$ cat src/rtl/odd_parity_tx.sv
// Odd-parity serial frame transmitter: DATA_W data bits LSB first, then a parity bit
// that makes the frame's count of ones odd. Define ODD_PARITY_TX_STOP_EN to append a stop bit.
module odd_parity_tx #(
   parameter int DATA_W = 3
) (
   input  logic              clk,
   input  logic              reset,
   input  logic              load,
   input  logic [DATA_W-1:0] din,
   output logic              ready,
   output logic              sout,
   output logic              sout_valid,
   output logic              frame_last,
   output logic              busy
);

   localparam int CNT_W = (DATA_W > 1) ? $clog2(DATA_W) : 1;
   localparam logic [CNT_W-1:0] CNT_LAST = CNT_W'(DATA_W - 1);

`ifdef ODD_PARITY_TX_STOP_EN
   typedef enum logic [1:0] {IDLE = 2'd0, DATA = 2'd1, PARITY = 2'd2, STOP = 2'd3} state_e;
`else
   typedef enum logic [1:0] {IDLE = 2'd0, DATA = 2'd1, PARITY = 2'd2} state_e;
`endif

   state_e            state_q, state_d;
   logic [DATA_W-1:0] shreg_q, shreg_d;
   logic [CNT_W-1:0]  cnt_q, cnt_d;
   logic              par_q, par_d;

   always_ff @(posedge clk or negedge reset) begin
      if (!reset) begin
         state_q <= IDLE;
         shreg_q <= '0;
         cnt_q   <= '0;
         par_q   <= 1'b0;
      end else begin
         state_q <= state_d;
         shreg_q <= shreg_d;
         cnt_q   <= cnt_d;
         par_q   <= par_d;
      end
   end

   // Outputs decode from registered state only; din/load only steer next state.
   always_comb begin
      state_d    = state_q;
      shreg_d    = shreg_q;
      cnt_d      = cnt_q;
      par_d      = par_q;
      ready      = 1'b0;
      sout       = 1'b0;
      sout_valid = 1'b0;
      frame_last = 1'b0;
      busy       = 1'b1;
      case (state_q)
         IDLE: begin
            busy  = 1'b0;
            ready = 1'b1;
         end
         DATA: begin
            sout       = shreg_q[0];
            sout_valid = 1'b1;
            shreg_d    = shreg_q >> 1;
            cnt_d      = cnt_q + CNT_W'(1);
            if (cnt_q == CNT_LAST) state_d = PARITY;
         end
         PARITY: begin
            sout       = par_q;
            sout_valid = 1'b1;
`ifdef ODD_PARITY_TX_STOP_EN
            state_d    = STOP;
`else
            frame_last = 1'b1;
            ready      = 1'b1;
            state_d    = IDLE;
`endif
         end
`ifdef ODD_PARITY_TX_STOP_EN
         STOP: begin
            sout       = 1'b1;
            sout_valid = 1'b1;
            frame_last = 1'b1;
            ready      = 1'b1;
            state_d    = IDLE;
         end
`endif
         default: begin
            busy    = 1'b0;
            state_d = IDLE;
            shreg_d = '0;
            cnt_d   = '0;
            par_d   = 1'b0;
         end
      endcase

      // Accepting in the frame's last cycle chains frames with no idle gap.
      if (load && ready) begin
         state_d = DATA;
         shreg_d = din;
         par_d   = ~^din;
         cnt_d   = '0;
      end
   end

endmodule

$ cat config.mk
export PLATFORM = sky130hd
export DESIGN_NAME = odd_parity_tx
export DESIGN_NICKNAME = d
export VERILOG_FILES = /design/src/rtl/odd_parity_tx.sv
export SDC_FILE = /design/constraint.sdc
export NUM_CORES = 1
export LEC_CHECK = 0
export ABC_AREA = 1
export CAP_MARGIN = 10
export CORE_MARGIN = 3
export CORE_UTILIZATION = 36
export CTS_CLUSTER_SIZE = 16
export DETAILED_ROUTE_END_ITERATION = 10
export GPL_TIMING_DRIVEN = 0
export PLACE_DENSITY = 0.63
export SYNTH_ARGS = -nofsm -noshare
export SYNTH_HDL_FRONTEND = slang
export SYNTH_SLANG_ARGS = --single-unit
$ cat constraint.sdc
create_clock -name clk -period 3.1 [get_ports clk]
set_clock_uncertainty 0.1 [all_clocks]
set_input_delay 0.93 -clock clk [delete_from_list [all_inputs] [get_ports clk]]
set_output_delay 0.93 -clock clk [all_outputs]
set_load 0.02 [all_outputs]
==> run metrics <==
Final period util=approximately 95%; cells resized by post-CTS repair=0; critical path startpoint category=flop; kind of critical path=flop to output pin; crit-path max FO=5; crit path DAT=~1.9 ns; Worst Max-Slew Pin Slew=between 0.3 and 0.4 ns; Post-Layout Inst Area=between 600 and 700 sq um; Root Buffer=clkbuf_4; port bufs=10; Global Route met2 Usage=about 18%; hold buffers post-CTS=0; Placed Area=roughly 640 sq um; vias per cell=a little under 5; clk slew on worst S/H paths=0.05 ns; CP startpoint=state_q[1]$_DFFE_PN0P_; post-synthesis xor/xnor area fraction=0%; number of global-route vias before repair=between 400 and 500; met3 Use GR=1.22%; HP Start=cnt_q[0]$_DFFE_PN0P_; clock tree buffer depth=2; Initial Util=about two fifths; post-synthesis adder-cell area fraction=14.4%; met1 GRT Util=14.3%; FF+latch count, synth=8; vias=~470; first-pass GRT wire length=~1700 um; P&R area growth vs syn=27.2%; Die X=~44 um; critical path required time=2.07 ns; slew margin rel.=between 70% and 80%; status=finished, final reports clean; die height=44.0 um; r2r worst-path depth=6; Final Core Density=between 40 and 50%; cts bufs inserted=3; wire per inst=roughly 10 um; Yosys top cell area share=roughly two fifths; Final nets=94; first-pass iteration count of the detailed router=4; YS warnings=0; post-route minimum period=~2.9 ns; Final setup viols=0; number of hold violations in the final report=0; clk_lat worst skew=approximately 0.25 ns; Worst setup endpoint=sout; IO Count=11; Syn Inst Count=67; post-synth cell types=16; grt total ovfl=0; crit end category=output pin; 1st-iter DRT viols=4; Synth area leader=dfrtp_1; HPWL after detailed placement=about 810 um; top post-synthesis cells by area=dfrtp_1 (38%), ha_1 (14%), nand2_1 (12%); main combinational cell family by area after synthesis=simple AND/OR/NAND/NOR gates; CTS tree=yes; Peak supply drop=about 0.27 mV; leakage power=~0.33 nW; initial antenna violation count=0; PD cells=just under 900 nW/um^2; routability-driven placement congestion ratio=between 0.7 and 0.8; reg2reg end=shreg_q[0]$_DFFE_PN0P_; clk sinks=8; # rows=13; # diodes=0; f_max=339 MHz; ANT nets after route=0; post-synthesis mux area share=0%; core area=approximately 1300 sq um; synthesized area=between 500 and 600 sq um; die area=a little under 2000 sq um; number of remaining DRC errors=0; GRT Resource Usage Total=between 10% and 20%; Post-Syn Nets=79; post-CTS setup buffer count=0; TNS Setup=0 ns; largest net degree at the start of global routing=9; RSZ-0062 raised after global routing=false; gr busiest metal=met2; register-to-register setup slack=about 1.6 ns; Max Cap Viol=0; register area share after synthesis=38.5%; share of post-route cells with drive strength above 1=approximately 13%; HP Class=flop to flop; Slew Viols, Final=0; post-synthesis simple-gate area fraction=between 20% and 30%; CTS H-tree lvls=1; RR Startpoint=state_q[0]$_DFFE_PN0P_; mean area per synthesized cell=slightly below 8 sq um; final WL=967 um; share of the synthesized area in compound gates (AO/OA/AOI/OAI)=11.8%
-- cells in the mapped netlist --
master and instances:
nand2_1 16, inv_1 10, dfrtp_1 8, ha_1 6
nand3_1 5, nor2_1 5, nand2_2 3, o21ai_0 3
o21ai_1 3, o211ai_1 2, a21boi_0 1, buf_4 1
inv_2 1, nand4_1 1, nor2_2 1, o21ai_2 1
-- cells in the final DEF (no fill, tap or decap), types with 2 or more instances in the layout --
cell             count
clkbuf_4             3
clkdlybuf4s50_1     10
dfrtp_1              8
ha_1                 6
inv_1               10
nand2_1             16
nand2_2              3
nand3_1              5
nor2_1               5
o211ai_1             2
o21ai_0              3
o21ai_1              3
-- flip-flops by register name, summed over array words and instances, names as in the netlist --
signal / cells
shreg_q: 3
cnt_q: 2
state_q: 2
par_q: 1
-- power breakdown --
| part | internal [W] | total [W] | switching [W] |
|---|---|---|---|
| sequential | 0.000144 | 0.000169 | 0.0000251 |
| combinational | 0.000147 | 0.000343 | 0.000196 |
| clock | 0.0000441 | 0.0000770 | 0.0000329 |
| total | 0.000335 | 0.000589 | 0.000254 |
-- layout make-up --
type / instances / area [sq um]
multi-input cells: 47 / 272
clock buffers: 3 / 22.5
flip-flops and latches: 8 / 200
plain buffers: 1 / 7.51
repair buffers: 10 / 100
inverters: 11 / 41.3
well taps: 15 / 18.8
fillers: 133 / 672
-- layer usage --
| metal | share of wire [%] | wire [um] |
|---|---|---|
| met1 | 46 | 441 |
| met2 | 42 | 408 |
| met3 | 6.1 | 59 |
| met4 | 5.9 | 57 |
| met5 | 0 | 0 |
-- how the worst min path moves through the flow --
| stage | endpoint | slack, ns | cells after the start |
|---|---|---|---|
| floorplan | cnt_q[0]$_DFFE_PN0P_ | 0.35 | 2 |
| global placement | cnt_q[0]$_DFFE_PN0P_ | 0.37 | 2 |
| detailed placement | cnt_q[0]$_DFFE_PN0P_ | 0.37 | 2 |
| CTS | cnt_q[0]$_DFFE_PN0P_ | 0.39 | 2 |
| global route | cnt_q[0]$_DFFE_PN0P_ | 0.42 | 2 |
| finish | cnt_q[0]$_DFFE_PN0P_ | 0.38 | 2 |
-- metrics by stage --
stage / std cells / hold WS [ns] / total power [W] / setup WS [ns]
final: 95 / 0.382 / 0.000589 / 0.151
after global routing: 95 / 0.419 / 0.000642 / 0.0129
after CTS: 95 / 0.386 / 0.000599 / 0.133
after detailed placement: 92 / 0.374 / 0.000516 / 0.428
after global placement: 92 / 0.368 / 0.000511 / 0.420
after floorplan: 67 / 0.349 / 0.000401 / 0.643
-- logic make-up after synthesis --
logic type                 after synthesis
AOI/OAI and AO/OA                       10
DFF                                      8
and+or+nand+nor                         31
buffers and inverters                   12
adders and majority gates                6
-- critical path: stages, from the launching register on --
cell and delay (ns):
dfrtp_1 0.40, inv_1 0.13, ha_1 0.26, nand2_1 0.08, a21boi_0 0.17, clkdlybuf4s50_1 0.62
Note: power is estimated with default switching activity, not from simulation.
